## config.mk

```make
export PLATFORM = sky130hd
export DESIGN_NAME = uart_rx_cfg
export DESIGN_NICKNAME = d
export VERILOG_FILES = /design/src/rtl/uart_pkg.sv /design/src/rtl/uart_sync.sv /design/src/rtl/uart_rx_cfg.sv
export SDC_FILE = /design/constraint.sdc
export NUM_CORES = 1
export LEC_CHECK = 0
export CORE_MARGIN = 1
export CORE_UTILIZATION = 46
export CTS_CLUSTER_DIAMETER = 80
export CTS_CLUSTER_SIZE = 30
export DETAILED_ROUTE_END_ITERATION = 16
export DONT_BUFFER_PORTS = 1
export PLACE_DENSITY_LB_ADDON = 0.08
export SLEW_MARGIN = 25
export SYNTH_ARGS = -nofsm -noshare
export SYNTH_HDL_FRONTEND = slang
export SYNTH_SLANG_ARGS = --single-unit
```

## constraint.sdc

```tcl
create_clock -name i_clk -period 3.2 [get_ports i_clk]
set_input_delay 0 -clock i_clk [delete_from_list [all_inputs] [get_ports i_clk]]
set_output_delay 0 -clock i_clk [all_outputs]
set_load 0.01 [all_outputs]
```

## src/rtl/uart_pkg.sv

```systemverilog
// Shared definitions for the UART receive path: state encoding, sampling helper,
// and the constants that shape divisor and data-length handling.
package uart_pkg;

    typedef enum logic [2:0] {
        RX_IDLE       = 3'd0,
        RX_START      = 3'd1,
        RX_DATA       = 3'd2,
        RX_PARITY     = 3'd3,
        RX_STOP       = 3'd4,
        RX_BREAK_WAIT = 3'd5
    } rx_state_e;

    // Smallest usable divisor; three distinct sample points need at least 8 clocks per bit.
    localparam int MIN_DIV = 8;

    // i_data_len is "data bits minus 5"; code 3 means 8 bits and anything above clamps.
    localparam int         DATA_LEN_BASE = 5;
    localparam logic [2:0] LEN_CODE_MAX  = 3'd3;

    function automatic logic majority3(input logic a, input logic b, input logic c);
        return (a & b) | (a & c) | (b & c);
    endfunction

endpackage

```

## src/rtl/uart_sync.sv

```systemverilog
// Multi-flop synchroniser for asynchronous single-bit inputs. Resets to 1 so an
// idle-high line never produces a spurious falling edge out of reset.
module uart_sync #(
    parameter int Stages = 2
) (
    input  logic i_clk,
    input  logic i_rst_n,
    input  logic d,
    output logic q
);

    logic [Stages-1:0] chain;

    // Shift the raw input through the flop chain.
    always_ff @(posedge i_clk or negedge i_rst_n) begin
        if (!i_rst_n) begin
            chain <= '1;
        end else begin
            chain <= {chain[Stages-2:0], d};
        end
    end

    assign q = chain[Stages-1];

endmodule

```

## src/rtl/uart_rx_cfg.sv

```systemverilog
// UART receiver with per-frame latched configuration, majority-of-three bit
// sampling, per-frame error reporting and a single-entry valid/ready output.
//
//   state       | meaning
//   ------------+---------------------------------------------------------
//   IDLE        | waiting for a synced 1->0 edge on the line
//   START       | validating the start bit; majority 1 is a false start
//   DATA        | shifting in data bits, LSB first
//   PARITY      | checking the parity bit against the running XOR
//   STOP        | sampling stop bit(s), then one commit cycle
//   BREAK_WAIT  | break seen; hold until the line returns high
module uart_rx_cfg
    import uart_pkg::*;
#(
    parameter int MaxDataLength = 8,
    parameter int DivWidth      = 16,
    parameter int SyncStages    = 2
) (
    input  logic                     i_clk,
    input  logic                     i_rst_n,
    input  logic                     i_rx,
    input  logic [DivWidth-1:0]      i_div,
    input  logic [2:0]               i_data_len,
    input  logic                     i_parity_en,
    input  logic                     i_parity_odd,
    input  logic                     i_two_stop,
    output logic [MaxDataLength-1:0] o_rx_data,
    output logic                     o_rx_valid,
    input  logic                     i_rx_ready,
    output logic                     o_parity_err,
    output logic                     o_frame_err,
    output logic                     o_break,
    output logic                     o_overrun,
    output logic                     o_busy
);

    localparam logic [2:0] ST_IDLE       = 3'(RX_IDLE);
    localparam logic [2:0] ST_START      = 3'(RX_START);
    localparam logic [2:0] ST_DATA       = 3'(RX_DATA);
    localparam logic [2:0] ST_PARITY     = 3'(RX_PARITY);
    localparam logic [2:0] ST_STOP       = 3'(RX_STOP);
    localparam logic [2:0] ST_BREAK_WAIT = 3'(RX_BREAK_WAIT);

    logic                     rx_s;
    logic                     rx_prev;
    logic [2:0]               state;
    logic [DivWidth-1:0]      cnt;
    logic [DivWidth-1:0]      cnt_next;
    logic [DivWidth-1:0]      div_q;
    logic [DivWidth-1:0]      div_in;
    logic [3:0]               len_q;
    logic [3:0]               len_in;
    logic                     par_en_q;
    logic                     par_odd_q;
    logic                     two_stop_q;
    logic [2:0]               bit_idx;
    logic                     stop_idx;
    logic [1:0]               samp;
    logic [MaxDataLength-1:0] data_sh;
    logic                     par_acc;
    logic                     par_err_q;
    logic                     all_zero;
    logic                     stop1_zero;
    logic                     fin_ferr;
    logic                     fin_brk;
    logic                     commit_q;

    logic [DivWidth-1:0]      pt_1;
    logic [DivWidth-1:0]      pt_2;
    logic [DivWidth-1:0]      pt_3;
    logic                     at_s3;
    logic                     at_end;
    logic                     maj;
    logic                     start_edge;

    uart_sync #(.Stages(SyncStages)) u_sync (
        .i_clk   (i_clk),
        .i_rst_n (i_rst_n),
        .d       (i_rx),
        .q       (rx_s)
    );

    // Config values as they would be latched at a start edge (clamped).
    always_comb begin
        div_in = (i_div < DivWidth'(MIN_DIV)) ? DivWidth'(MIN_DIV) : i_div;
        if (i_data_len > LEN_CODE_MAX) begin
            len_in = 4'(MaxDataLength);
        end else begin
            len_in = 4'(i_data_len) + 4'(DATA_LEN_BASE);
        end
        if (len_in > 4'(MaxDataLength)) begin
            len_in = 4'(MaxDataLength);
        end
    end

    // Sample points and bit-timing strobes derived from the latched divisor.
    always_comb begin
        pt_2       = div_q >> 1;
        pt_1       = pt_2 - (div_q >> 3);
        pt_3       = pt_2 + (div_q >> 3);
        at_s3      = (cnt == pt_3);
        at_end     = (cnt == div_q - DivWidth'(1));
        cnt_next   = at_end ? '0 : cnt + DivWidth'(1);
        maj        = majority3(samp[0], samp[1], rx_s);
        start_edge = rx_prev & ~rx_s;
    end

    // Edge-detect history and the first two samples of each bit.
    always_ff @(posedge i_clk or negedge i_rst_n) begin
        if (!i_rst_n) begin
            rx_prev <= 1'b1;
            samp    <= '0;
        end else begin
            rx_prev <= rx_s;
            if (cnt == pt_1) samp[0] <= rx_s;
            if (cnt == pt_2) samp[1] <= rx_s;
        end
    end

    // Receive FSM: bit timing, shifting, parity/stop evaluation, commit request.
    always_ff @(posedge i_clk or negedge i_rst_n) begin
        if (!i_rst_n) begin
            state      <= ST_IDLE;
            cnt        <= '0;
            div_q      <= DivWidth'(MIN_DIV);
            len_q      <= 4'(MaxDataLength);
            par_en_q   <= 1'b0;
            par_odd_q  <= 1'b0;
            two_stop_q <= 1'b0;
            bit_idx    <= '0;
            stop_idx   <= 1'b0;
            data_sh    <= '0;
            par_acc    <= 1'b0;
            par_err_q  <= 1'b0;
            all_zero   <= 1'b1;
            stop1_zero <= 1'b0;
            fin_ferr   <= 1'b0;
            fin_brk    <= 1'b0;
            commit_q   <= 1'b0;
        end else begin
            commit_q <= 1'b0;
            case (state)
                ST_IDLE: begin
                    if (start_edge) begin
                        state      <= ST_START;
                        cnt        <= '0;
                        div_q      <= div_in;
                        len_q      <= len_in;
                        par_en_q   <= i_parity_en;
                        par_odd_q  <= i_parity_odd;
                        two_stop_q <= i_two_stop;
                        bit_idx    <= '0;
                        stop_idx   <= 1'b0;
                        data_sh    <= '0;
                        par_acc    <= 1'b0;
                        par_err_q  <= 1'b0;
                        all_zero   <= 1'b1;
                        stop1_zero <= 1'b0;
                    end
                end
                ST_START: begin
                    cnt <= cnt_next;
                    if (at_s3 && maj) begin
                        state <= ST_IDLE;
                    end else if (at_end) begin
                        state <= ST_DATA;
                    end
                end
                ST_DATA: begin
                    cnt <= cnt_next;
                    if (at_s3) begin
                        data_sh[bit_idx] <= maj;
                        par_acc          <= par_acc ^ maj;
                        if (maj) all_zero <= 1'b0;
                    end
                    if (at_end) begin
                        if ({1'b0, bit_idx} == len_q - 4'd1) begin
                            bit_idx <= '0;
                            state   <= par_en_q ? ST_PARITY : ST_STOP;
                        end else begin
                            bit_idx <= bit_idx + 3'd1;
                        end
                    end
                end
                ST_PARITY: begin
                    cnt <= cnt_next;
                    if (at_s3) begin
                        par_err_q <= maj ^ par_acc ^ par_odd_q;
                        if (maj) all_zero <= 1'b0;
                    end
                    if (at_end) state <= ST_STOP;
                end
                ST_STOP: begin
                    cnt <= cnt_next;
                    if (commit_q) begin
                        // Leave right after the commit instead of waiting for the bit end.
                        state <= fin_brk ? ST_BREAK_WAIT : ST_IDLE;
                    end else if (at_s3) begin
                        if (two_stop_q && !stop_idx) begin
                            stop1_zero <= ~maj;
                        end else begin
                            fin_ferr <= ~maj | (stop_idx & stop1_zero);
                            fin_brk  <= all_zero & (stop_idx ? stop1_zero : ~maj);
                            commit_q <= 1'b1;
                        end
                    end else if (at_end && two_stop_q && !stop_idx) begin
                        stop_idx <= 1'b1;
                    end
                end
                ST_BREAK_WAIT: begin
                    if (rx_s) state <= ST_IDLE;
                end
                default: state <= ST_IDLE;
            endcase
        end
    end

    // Output register: load on commit if free or being drained, else flag overrun.
    always_ff @(posedge i_clk or negedge i_rst_n) begin
        if (!i_rst_n) begin
            o_rx_data    <= '0;
            o_rx_valid   <= 1'b0;
            o_parity_err <= 1'b0;
            o_frame_err  <= 1'b0;
            o_break      <= 1'b0;
            o_overrun    <= 1'b0;
        end else begin
            o_overrun <= 1'b0;
            if (commit_q) begin
                if (!o_rx_valid || i_rx_ready) begin
                    o_rx_data    <= data_sh;
                    o_parity_err <= par_err_q;
                    o_frame_err  <= fin_ferr | fin_brk;
                    o_break      <= fin_brk;
                    o_rx_valid   <= 1'b1;
                end else begin
                    o_overrun <= 1'b1;
                end
            end else if (o_rx_valid && i_rx_ready) begin
                o_rx_valid <= 1'b0;
            end
        end
    end

    assign o_busy = (state != ST_IDLE);

endmodule

```

---- Word-level counts from Yosys, hierarchy flattened ----
Index checks and enable logic that the tools add are counted.
W data, S select, Z words.
operators by class
  eq/ne operators ......................... 27
  mux-type cells .......................... 54
  bitwise gates (word level) .............. 16
  add/sub/neg operators ................... 7
  reduce and logical (&&, ||, !) cells .... 31
  $lt $le $gt $ge ......................... 5
operators by type and width
  operator                 count
  $eq A16 B16 Y1           3
  $mux W16                 3
  $mux W3                  13
  $pmux W16 S2             1
  $ne A2 B2 Y1 const B     12
  $mux W1                  23
  $pmux W3 S6              1
  $add A15 B13 Y16         1
  $add A16 B1 Y16 const B  1
  $eq A16 B15 Y1           1
  $lt A16 B4 Y1 const B    1
  $mux W8                  2
  $pmux W8 S2              1
  $sub A15 B13 Y16         1
  $sub A16 B1 Y16 const B  1
  $reduce_bool A2 Y1       6
  $pmux W1 S2              5
  $reduce_and A5 Y1        2
  $reduce_and A3 Y1        3
  $bwmux W8                1
  $mux W4                  2
  $ne A2 B1 Y1 const B     4
  $reduce_and A2 Y1        4
  $reduce_and A4 Y1        2
  other kinds (26)         46
storage, ports and cells
  register bits ........................... 79
  output and inout port bits .............. 14
  bits of input ports ..................... 26
  word-level logic and storage cells ...... 167

---- Depth between registers and ports, before layout ----
  depth in word-level cells ............... 8
  mapped depth ............................ 14
  gate-level depth less buffers ........... 13

---- By module ----
A second synthesis with hierarchy kept.
unflattened totals
  cells, all modules ...................... 749
  area, all modules ....................... 6465.0 um^2
modules (own cells, without submodules)
  module       cells each  seq. area each (um^2)  instances  area each (um^2)
  uart_rx_cfg  747         1931.9                 1          6412.4
  uart_sync    2           52.6                   1          52.6

---- Least setup slack after synthesis ----
OpenSTA, ideal clock, no wires.
  path type ............................... reg2reg
  from .................................... register div_q[3]
  to ...................................... register samp[0]
  cell stages (with the launch flop) ...... 13
  path buffers ............................ 0
  data arrival time ....................... 3.209 ns
  required time ........................... 3.075 ns
  period minus slack after synthesis ...... 3.334 ns
  setup slack ............................. -0.134 ns
  library setup time ...................... 0.125 ns
  path through ............................ dfstp_2 > ha_1 > inv_1 > fa_1 > a211oi_1 > o21a_1 > o311a_1 > o311ai_1 > or3_1 > a21oi_1 > a221oi_1 > nor4b_1 > mux2_2
on the way
  word-level cells in the longest chain between the ends .. 2
RTL lines
  element                   RTL line            RTL
  start: declaration        uart_rx_cfg.sv:49   logic [DivWidth-1:0] div_q;
  start signal: assignment  uart_rx_cfg.sv:125  div_q <= DivWidth'(MIN_DIV);
  start signal: assignment  uart_rx_cfg.sv:147  div_q <= div_in;
  $sub A15 B13 Y16          uart_rx_cfg.sv:99   pt_1 = pt_2 - (div_q >> 3);
  $eq A16 B16 Y1            uart_rx_cfg.sv:115  if (cnt == pt_1) samp[0] <= rx_s;
  end signal: assignment    uart_rx_cfg.sv:115
  end: declaration          uart_rx_cfg.sv:58   logic [1:0] samp;
No other way between the ends.
A chain may end at the register's enable or synchronous reset.

---- Worst setup path in the final report ----
  from .................................... register div_q[3]
  to ...................................... register commit_q
on the way
  word-level cells in the longest chain between the ends .. 5
RTL lines
  element                 RTL line            RTL
  $add A15 B13 Y16        uart_rx_cfg.sv:100  pt_3 = pt_2 + (div_q >> 3);
  $eq A16 B16 Y1          uart_rx_cfg.sv:101  at_s3 = (cnt == pt_3);
  $mux W1                 uart_rx_cfg.sv:198  end else if (at_s3) begin
  $mux W1                 uart_rx_cfg.sv:195  if (commit_q) begin
  $mux W1                 uart_rx_cfg.sv:142  case (state)
  end signal: assignment  uart_rx_cfg.sv:139  commit_q <= 1'b0;
  end signal: assignment  uart_rx_cfg.sv:141  commit_q <= 1'b0;
  end signal: assignment  uart_rx_cfg.sv:204  commit_q <= 1'b1;
  end: declaration        uart_rx_cfg.sv:66   logic commit_q;
No other way between the ends.

==> impl_metrics.json <==
{
  "status": "finished, violations left",
  "violations": "setup timing",
  "initial_core_util_pct": 47.5,
  "p_seq_share_pct": 14.1,
  "ios": 40,
  "cp_max_fo": 4,
  "peakVddDrop_mv": 0.472,
  "period_needed_ns": 3.41,
  "max-cap-violations": 0,
  "cts_buffer_depth": 2,
  "avgViaCountPerCell": 5.93,
  "synth_edf_count": 0,
  "clock_skew_ns": 0.00961,
  "drt-initial-drc-count": 435,
  "cp_top_family": "simple AND/OR/NAND/NOR gates",
  "maxSlewHeadroom_pct": 45.3,
  "cts_tree": "built",
  "die-area_um2": 14900,
  "p_sw_share_pct": 47.6,
  "rows": 43,
  "leakagePower_nw": 3.83,
  "grt.total_usage_pct": 29.3,
  "hold_class": "in -> reg",
  "hpwl_mm": 15.8,
  "num_vias": 6357,
  "die_h_um": 122,
  "cts_max_level": 3,
  "grt_max_degree": 80,
  "fp.dieW_um": 122,
  "hold-worst-slack_ns": 0.0750,
  "max_freq_mhz": 293,
  "n_antenna_cell": 0,
  "intPower_w": 0.00547,
  "clk_root_buffer_cell": "clkbuf_16",
  "max_slew.worst_pin.slew_ns": 0.815,
  "max_stage_delay_ns": 0.55,
  "grt_pass1_vias": 6309,
  "synth_ff_type": "dfrtp_1",
  "post-place-ws_ns": -0.281,
  "postRouteAntennaNets": 0,
  "synth.avg_cell_area_um2": 8.63,
  "synth_seq_area_share_pct": 29.8,
  "drive_gt1_share_pct": 26.5,
  "comb_power_share_pct": 75.5,
  "slew_violations": 0,
  "synth_nets": 831,
  "drtPass1Iterations": 5,
  "fp.coreArea_um2": 14000,
  "cp_slowest_cell": "dfstp_2",
  "route.detailed.drc": 0,
  "crit_chain": "buf_4 -> buf_4 -> ha_4 -> inv_1 -> fa_2 -> xnor2_2 -> a2111oi_2 -> buf_4 -> o311a_1 -> nand3_2 -> nor4b_2 -> nand3b_1 -> or4b_4 -> nor3b_2",
  "p_sw_w": 0.00497,
  "fin_crit_sh_pct": 107,
  "pwr_density_cell_nw_per_um2": 1220,
  "antenna_found_initial": 0,
  "ys_types": 75,
  "grt_pass1_wl_mm": 33.0,
  "routabilityCongestion": 0.918,
  "syn_to_final_growth_pct": 28.3,
  "worstSetupPathType": "reg -> reg",
  "fin_setup_tns_ns": -1.04,
  "ys_seq_elements": 79,
  "yosysWarnings": 0,
  "critPathLaunchType": "register",
  "rsz0062_at_grt": "true",
  "crit_top_cell": "buf_4",
  "netlist_area_um2": 6650,
  "p_clk_share_pct": 10.4,
  "totalWireLength_mm": 21.2,
  "path_clk_slew_ns": 0.06,
  "async_reset_ff_share_pct": 100,
  "cts_buffers": 9,
  "io_buffer_count": 0,
  "final.setup.worst_slack_ns": -0.210,
  "grt_overflow": 0,
  "cts_sinks": 79,
  "critPathRequiredTime_ns": 3.47,
  "final_cell_mix": "buf_4 (119), dfrtp_1 (70), nand2_1 (48)",
  "end_kind": "register",
  "fillerInstances": 1239,
  "finalHoldViolCount": 0,
  "path_buf_inv": 4,
  "setup_viol": 14,
  "final_common_cell": "buf_4",
  "arrival_ns": 3.68,
  "clock_latency_ns": 0.35,
  "final_nets": 947,
  "wl_per_cell_um": 19.7,
  "syn_inst": 771
}
path summary, 6_finish.rpt:
kind	from	to	slack [ns]	cells after the start
setup reg to reg	div_q[3]$_DFFE_PN1P_	commit_q$_DFF_PN0_	-0.21	14
max in group asynchronous	i_rst_n	all_zero$_DFFE_PN1P_	2.64	2
min in group asynchronous	i_rst_n	cnt[1]$_DFFE_PN0P_	0.19	2
hold / removal	i_data_len[2]	len_q[2]$_DFFE_PN0P_	0.07	4
hold reg to reg	u_sync.chain[0]$_DFF_PN1_	u_sync.chain[1]$_DFF_PN1_	0.36	0
setup / recovery	div_q[3]$_DFFE_PN1P_	commit_q$_DFF_PN0_	-0.21	14
stage by stage:
| step | util [%] | power, W | area, µm² | cells |
|---|---|---|---|---|
| after global placement | 54.1 | 0.00841 | 7570 | 1019 |
| after floorplan | - | 0.00589 | 6690 | 771 |
| after detailed placement | 54.1 | 0.00853 | 7570 | 1019 |
| after CTS | 59.4 | 0.00994 | 8310 | 1066 |
| final | 61.0 | 0.0104 | 8530 | 1072 |
| after global routing | 61.0 | 0.0111 | 8530 | 1072 |
metal layers:
metal  track usage, %  share of wire (%)  up-vias
met5                0                  0        -
met4             13.8                3.4        0
met3             3.44                4.1       44
met2             49.6                 49      184
met1             37.2                 43     3105
li1                 -                  -     3024
state kept, by name, summed over array words and instances (netlist names), 2 cells and up:
name          count
bit_idx           3
cnt              16
data_sh           8
div_q            16
len_q             4
o_rx_data         8
samp              2
state             3
u_sync.chain      2
worst reg2reg max path, delay by kind of cell (launching register included):
family	cells	cell delay, ns
compound gates	2	0.50
xor+xnor	1	0.16
fa+ha+maj	2	0.50
buf+inv	4	0.43
flops	1	0.55
simple gates	5	1.20
cells in the mapped netlist, types with 20 or more instances:
cell | count | share of area (%)
dfrtp_1 | 73 | 27
nand2_1 | 50 | 2.8
xnor2_1 | 48 | 6.3
nor2_1 | 47 | 2.7
inv_1 | 45 | 2.5
a21oi_1 | 40 | 3.0
o21ai_0 | 38 | 2.9
clkbuf_1 | 37 | 2.1
ha_1 | 32 | 6.0
mux2_2 | 30 | 5.1
xor2_1 | 28 | 3.7
nand3_1 | 27 | 2.0
nor3_1 | 21 | 1.6
nand4_1 | 20 | 1.9
repair_timing:
action,in CTS,in global routing
pin swaps,1,8
resized for setup,24,38
cloned,1,1
buffers inserted,2,5
hold endpoints to repair,105,0
setup endpoints to repair,31,36
hold buffers,28,0
power by group through the flow:
| stage | Combinational (W) | Sequential (W) | Clock, W |
|---|---|---|---|
| detailed placement | 0.00705 | 0.00148 | 0 |
| global placement | 0.00694 | 0.00147 | 0 |
| CTS | 0.00736 | 0.00146 | 0.00111 |
| floorplan | 0.00445 | 0.00144 | 0 |
| global route | 0.00848 | 0.00150 | 0.00114 |
| finish | 0.00788 | 0.00147 | 0.00109 |
logic make-up after synthesis:
kind of cell,synth area share [%]
buf+inv,6.06
xor+xnor,10.0
mux,7.68
flops,29.8
compound gates,17.2
fa+ha+maj,6.62
simple gates,22.6
cell type report:
class / count / area (µm²) / share of cell area (%)
clock buffers: 9 / 225 / 2.64
clock inverters: 7 / 88.8 / 1.04
inverters: 45 / 169 / 1.98
multi-input cells: 597 / 4540 / 53.1
flip-flops and latches: 79 / 1990 / 23.3
well taps: 180 / 225 / 2.64
repair buffers: 155 / 1300 / 15.3
(Power assumes the default switching activity.)
